===== src/rtl/image_loader.sv =====
// Byte-stream to pixel loader: assembles R,G,B bytes into 24-bit pixels and
// drives row-major writes into the external 64x64 input image memory.
module image_loader #(
   parameter int IMG_W  = 64,
   parameter int IMG_H  = 64,
   parameter int ADDR_W = 6
) (
   input  logic              i_clk,
   input  logic              i_rst,
   input  logic [7:0]        i_data,
   input  logic              i_valid,
   input  logic              i_sof,
   output logic              o_ready,
   input  logic              i_restart,
   output logic [ADDR_W-1:0] o_wr_row,
   output logic [ADDR_W-1:0] o_wr_col,
   output logic [23:0]       o_wr_pix,
   output logic              o_wr_we,
   output logic              o_load_done,
   output logic              o_frame_err
);

   typedef enum logic [2:0] {
      IDLE   = 3'd0,
      BYTE_R = 3'd1,
      BYTE_G = 3'd2,
      BYTE_B = 3'd3,
      WRITE  = 3'd4,
      DONE   = 3'd5
   } state_t;

   localparam logic [ADDR_W-1:0] LAST_COL = ADDR_W'(IMG_W - 1);
   localparam logic [ADDR_W-1:0] LAST_ROW = ADDR_W'(IMG_H - 1);

   state_t            r_state;
   state_t            w_nextState;

   logic [7:0]        r_red;
   logic [7:0]        r_green;
   logic [ADDR_W-1:0] r_row;
   logic [ADDR_W-1:0] r_col;
   logic [23:0]       r_pix;
   logic              r_we;
   logic              r_done;
   logic              r_err;

   logic              w_ready;
   logic              w_accept;
   logic              w_inPixel;
   logic              w_atOrigin;
   logic              w_resync;
   logic              w_lastPixel;

   always_ff @(posedge i_clk) begin
      if (i_rst) begin
         r_state <= IDLE;
      end else begin
         r_state <= w_nextState;
      end
   end

   always_comb begin
      w_nextState = r_state;
      if (i_restart) begin
         w_nextState = IDLE;
      end else begin
         case (r_state)
            IDLE: begin
               if (w_accept && i_sof) begin
                  w_nextState = BYTE_G;
               end
            end
            BYTE_R: begin
               if (w_accept) begin
                  w_nextState = BYTE_G;
               end
            end
            BYTE_G: begin
               if (w_accept) begin
                  w_nextState = i_sof ? BYTE_G : BYTE_B;
               end
            end
            BYTE_B: begin
               if (w_accept) begin
                  w_nextState = i_sof ? BYTE_G : WRITE;
               end
            end
            WRITE: begin
               w_nextState = w_lastPixel ? DONE : BYTE_R;
            end
            DONE: begin
               w_nextState = DONE;
            end
            default: begin
               w_nextState = IDLE;
            end
         endcase
      end
   end

   // A start-of-frame byte is only legitimate as the very first R byte; anywhere
   // else inside a frame it forces a resync to pixel (0,0) and flags the error.
   always_comb begin
      w_ready     = 1'b0;
      w_inPixel   = 1'b0;
      case (r_state)
         IDLE:    w_ready = 1'b1;
         BYTE_R,
         BYTE_G,
         BYTE_B: begin
            w_ready   = 1'b1;
            w_inPixel = 1'b1;
         end
         default: begin
            w_ready   = 1'b0;
            w_inPixel = 1'b0;
         end
      endcase
      w_accept    = i_valid && w_ready;
      w_atOrigin  = (r_state == BYTE_R) && (r_row == '0) && (r_col == '0);
      w_resync    = w_accept && i_sof && w_inPixel && !w_atOrigin;
      w_lastPixel = (r_row == LAST_ROW) && (r_col == LAST_COL);
   end

   always_ff @(posedge i_clk) begin
      if (i_rst) begin
         r_red   <= '0;
         r_green <= '0;
         r_row   <= '0;
         r_col   <= '0;
         r_pix   <= '0;
         r_we    <= 1'b0;
         r_done  <= 1'b0;
         r_err   <= 1'b0;
      end else if (i_restart) begin
         r_row   <= '0;
         r_col   <= '0;
         r_we    <= 1'b0;
         r_done  <= 1'b0;
         r_err   <= 1'b0;
      end else begin
         r_we <= 1'b0;
         case (r_state)
            IDLE,
            BYTE_R,
            BYTE_G,
            BYTE_B: begin
               if (w_accept && i_sof) begin
                  r_red <= i_data;
                  r_row <= '0;
                  r_col <= '0;
                  if (w_resync) begin
                     r_err <= 1'b1;
                  end
               end else if (w_accept) begin
                  case (r_state)
                     BYTE_R: r_red   <= i_data;
                     BYTE_G: r_green <= i_data;
                     BYTE_B: begin
                        r_pix <= {r_red, r_green, i_data};
                        r_we  <= 1'b1;
                     end
                     default: ;
                  endcase
               end
            end
            WRITE: begin
               if (w_lastPixel) begin
                  r_done <= 1'b1;
               end else if (r_col == LAST_COL) begin
                  r_col <= '0;
                  r_row <= r_row + 1'b1;
               end else begin
                  r_col <= r_col + 1'b1;
               end
            end
            default: ;
         endcase
      end
   end

   assign o_ready     = w_ready;
   assign o_wr_row    = r_row;
   assign o_wr_col    = r_col;
   assign o_wr_pix    = r_pix;
   assign o_wr_we     = r_we;
   assign o_load_done = r_done;
   assign o_frame_err = r_err;

endmodule


===== config.mk =====
export PLATFORM = sky130hd
export DESIGN_NAME = image_loader
export DESIGN_NICKNAME = d
export VERILOG_FILES = /design/src/rtl/image_loader.sv
export SDC_FILE = /design/constraint.sdc
export NUM_CORES = 1
export LEC_CHECK = 0
export BUFFER_PORTS_ARGS = -buffer_cell sky130_fd_sc_hd__buf_2
export CAP_MARGIN = 10
export CORE_MARGIN = 3
export CORE_UTILIZATION = 54
export DETAILED_ROUTE_END_ITERATION = 8
export PLACE_DENSITY = 0.86
export SLEW_MARGIN = 20
export SYNTH_ARGS = -nofsm -noshare
export SYNTH_HDL_FRONTEND = slang
export SYNTH_SLANG_ARGS = --single-unit

===== constraint.sdc =====
create_clock -name i_clk -period 4.05 [get_ports i_clk]
set_input_delay 0.81 -clock i_clk [delete_from_list [all_inputs] [get_ports i_clk]]
set_output_delay 0.81 -clock i_clk [all_outputs]
set_load 0.03 [all_outputs]

# Word-level counts from Yosys, hierarchy flattened
# Cells that the tools add are included.
# totals
ff_bits,58
output_inout_bits,40
elab_cells,76
# classes
n_reduce_logical,26
mux,21
addsub,2
n_eq_ne,14
bitwise_logic,4
# op_table
op,n
$mux W6,5
$mux W8,3
$pmux W6 S2,2
$mux W3,6
$pmux W3 S6,1
$add A6 B1 Y6 const B,2
$eq A6 B6 Y1 const B,2
$logic_not A6 Y1,2
$ne A2 B2 Y1 const B,6
$reduce_and A4 Y1,3
$reduce_and A5 Y1,2
$logic_and A1 B1 Y1,7
$eq A3 B2 Y1 const B,2
$eq A3 B3 Y1 const B,2
$reduce_and A3 Y1,2
$reduce_bool A2 Y1,3
$reduce_or A5 Y1,1
$mux W1,4
$not A1 Y1,4
$reduce_or A4 Y1,1
$eq A3 B1 Y1 const B,1
$logic_not A3 Y1,1
$reduce_or A3 Y1,1
$ne A2 B1 Y1 const B,1
other kinds (3),3

# Logic depth before layout (Yosys ltp)
# logic_depth
ltp_word,8
mapped_depth,7
depth_no_buf,6

# Worst setup path after synthesis
# OpenSTA, ideal clock, no wires.
# synth_timing
path_type,register to register
startpoint,"reg r_col[1], in the netlist o_wr_col[1]"
endpoint,"reg r_row[3], in the netlist o_wr_row[3]"
arrival_time_ns,1.834
required_time_ns,3.980
setup_ns,0.070
setup_slack_ns,2.146
n_path_buf,0
period_less_slack_ns,1.904
stages_incl_launch_ff,6
path_cell_list,dfxtp_1 ha_1 and4_1 nand3_4 or4_1 a21oi_1
# synth_between
elab_chain_cells,4
elab_cells_between_ends,5
classes_between,3 x eq/ne; 2 x reduce/logical
# synth_rtl
element,line,source
from (decl),41,logic [ADDR_W-1:0] r_col;
from (signal assigned),174,r_col <= r_col + 1'b1;
$eq A6 B6 Y1 *,"122, 170",
$logic_and A1 B1 Y1,122,w_lastPixel = (r_row == LAST_ROW) && (r_col == LAST_COL);
$ne A2 B2 Y1 (no source line),n/a,
$reduce_and A4 Y1 (no source line) *,n/a,
to (signal assigned),172,r_row <= r_row + 1'b1;
to (decl),40,logic [ADDR_W-1:0] r_row;
# Every way passes the cells marked *; elsewhere a longest branch is shown, timed or not.
# A chain may end at the register's enable or synchronous reset.

# Final worst setup path
# layout_timing
startpoint,in i_valid
endpoint,reg r_green[3]
# layout_between
elab_chain_cells,4
# layout_rtl
element,line,source
from (decl),11,"input logic i_valid,"
$logic_and A1 B1 Y1 *,119,w_accept = i_valid && w_ready;
$logic_and A1 B1 Y1,148,if (w_accept && i_sof) begin
$not A1 Y1 (no source line),n/a,
$reduce_and A5 Y1 (no source line) *,n/a,
to (signal assigned),158,BYTE_G: r_green <= i_data;
to (decl),39,logic [7:0] r_green;
# Marked as above.

==> results.toml <==
[layout]
area_growth_pct = 20.1
antenna_cells = 0
final_common_cell = "dfxtp_1"
layout_common_cells = "58 x dfxtp_1, 55 x nand2_1, 52 x buf_2, 38 x a21oi_1, 31 x nor2_1"
drive_gt1_share_pct = 22.7
final_nets = 351
final_area_sq_um = 2930
final_util_pct = 70.1

[routing]
ant_nets = 0
post_drt_wl_per_cell_microns = 14.7
firstDrtPassIters = 4
wirelength_microns = 5740
vias = 2244
drc_errors = 0
drt_iter0_markers = 140
post_drt_via_cell_ratio = 5.77

[status]
status = "finished, final reports clean"

[grt]
grt_overflow = 0
grt_pass1_vias = 2014
grt_first_pass_wirelength_microns = 9490
grt_max_degree = 44
antenna_found_initial = 0
track_usage_pct = 23.1

[timing]
clock.fmax_mhz = 455
tns_ps = 0
tightestPinTransition_ps = 961
period_needed_ps = 2200
skew_ps = 5.07
grt_setup_unrepaired = "false"
slew_headroom_pct = 35.8
timing.final.ws_setup_ps = 1850
slew_viol_final = 0
hold_violations = 0
finalSetupViolCount = 0
min_period_over_period_pct = 54.3

[floorplan]
die_x_microns = 73.2
core-area_sq_um = 4170
die_area_sq_um = 5350
die_y_microns = 73.2
row_count = 23
io_pins = 53
start_util_pct = 58.4

[worst_hold_path]
min_path_type = "reg2reg"

[pwr]
leakagePower_nw = 1.23
total_power_mw = 1.23
powerDensity_nw_per_um2 = 422
peakVddDrop_mv = 0.308

[placed_design]
placed_cell_area_sq_um = 2690
io_buffers = 52
dpl.hpwl_microns = 3730
post-place-ws_ps = 1560
place.gp.congestion = 0.908

[yosys]
post_synth.cell_area_avg_sq_um = 8.46
synth_cell_types = 41
synth_edf_count = 0
ys_warn_count = 0
syn_inst = 288
synthTopCellsByArea = "dfxtp_1 48%, nand2_1 8.5%, a21oi_1 7.8%"
syn_nets = 305
synthArstFlopShare_pct = 0
seq_area_frac_synth_pct = 47.7
syn_area_sq_um = 2440
synth_ff_type = "dfxtp_1"
synth_top_area_share_pct = 47.7
yosysTopAreaCell = "dfxtp_1"
synth_seq_cells = 58

[clock_network]
root_buffer = "clkbuf_8"
cts_setup_buffers = 0
cts_sinks = 58
cts_resized = 0
cts_made_buffers = 9
clk_latency_ps = 340
htree_levels = 3
ctsHoldBuffers = 0
cts_tree = "yes"
path_clk_slew_ps = 60
clock_path_buffers = 2

[worst_setup_path]
worstPathMaxFanout = 8
crit_type = "in2reg"
startpoint_type = "primary input"
cp.required_ps = 4250
cp-end-kind = "flop"
crit_arrival_ps = 2400

[flow_run]
maxCapViolCount = 0
==> logic make-up (layout without fill, tap and decap cells) <==
group | after synthesis | after routing | share of synthesized area (%)
compound gates | 59 | 59 | 13.7
fa+ha+maj | 4 | 4 | 2.05
mux | 18 | 18 | 7.40
simple gates | 127 | 127 | 25.3
flops | 58 | 58 | 47.7
buf+inv | 22 | 73 | 3.85
==> state kept, by name (all words and copies together) (netlist names) <==
register	cells
o_frame_err	1
o_load_done	1
o_wr_col	6
o_wr_pix	24
o_wr_row	6
o_wr_we	1
r_green	8
r_red	8
r_state	3
==> synthesized netlist by cell type (all sizes together) (2+ instances only) <==
cell / number
dfxtp: 58
nand2: 55
a21oi: 38
nor2: 31
mux2i: 18
clkbuf: 11
nand3: 11
o21ai: 7
and3: 6
buf: 6
inv: 5
a211oi: 4
ha: 4
nor3b: 4
nor4: 4
a31oi: 3
nand3b: 3
o211ai: 2
or2: 2
==> area by class of cell <==
type / count / area, sq um
flip-flops and latches: 58 / 1160
fillers: 321 / 1250
clock buffers: 12 / 165
repair buffers: 52 / 260
well taps: 50 / 62.6
clock inverters: 4 / 72.6
multi-input cells: 208 / 1190
inverters: 5 / 18.8
==> critical path, cell delays in order <==
cell	delay (ps)
buf_2	140
nor3b_2	290
nor3b_2	790
mux2i_1	300
nor2_1	60
==> worst paths after layout <==
check        depth (start not counted)  slack (ps)         start           end
max                                  5        1850       i_valid    r_green[3]
min                                  2         450  o_wr_pix[14]  o_wr_pix[14]
max reg2reg                          4        1980    r_state[1]    r_green[3]
min reg2reg                          2         450  o_wr_pix[14]  o_wr_pix[14]
==> routing by layer <==
layer	track usage (%)	up-vias	share of wire, %
met5	0	-	0
met4	8.40	0	1.6
met3	8.68	11	8.4
met2	34.7	104	46
met1	30.1	1046	44
li1	-	1083	-
==> power breakdown <==
| group | switching (mW) | internal [mW] | leakage [nW] |
|---|---|---|---|
| combinational | 0.0247 | 0.0137 | 0.643 |
| clock | 0.223 | 0.395 | 0.119 |
| sequential | 0.00279 | 0.574 | 0.468 |
| total | 0.251 | 0.983 | 1.23 |
==> through the flow <==
| stage | hold WS, ps | cells |
|---|---|---|
| floorplan | 431 | 288 |
| global placement | 439 | 373 |
| detailed placement | 445 | 373 |
| CTS | 459 | 389 |
| global route | 474 | 389 |
| finish | 454 | 389 |
Note: power is estimated with default switching activity, not from simulation.
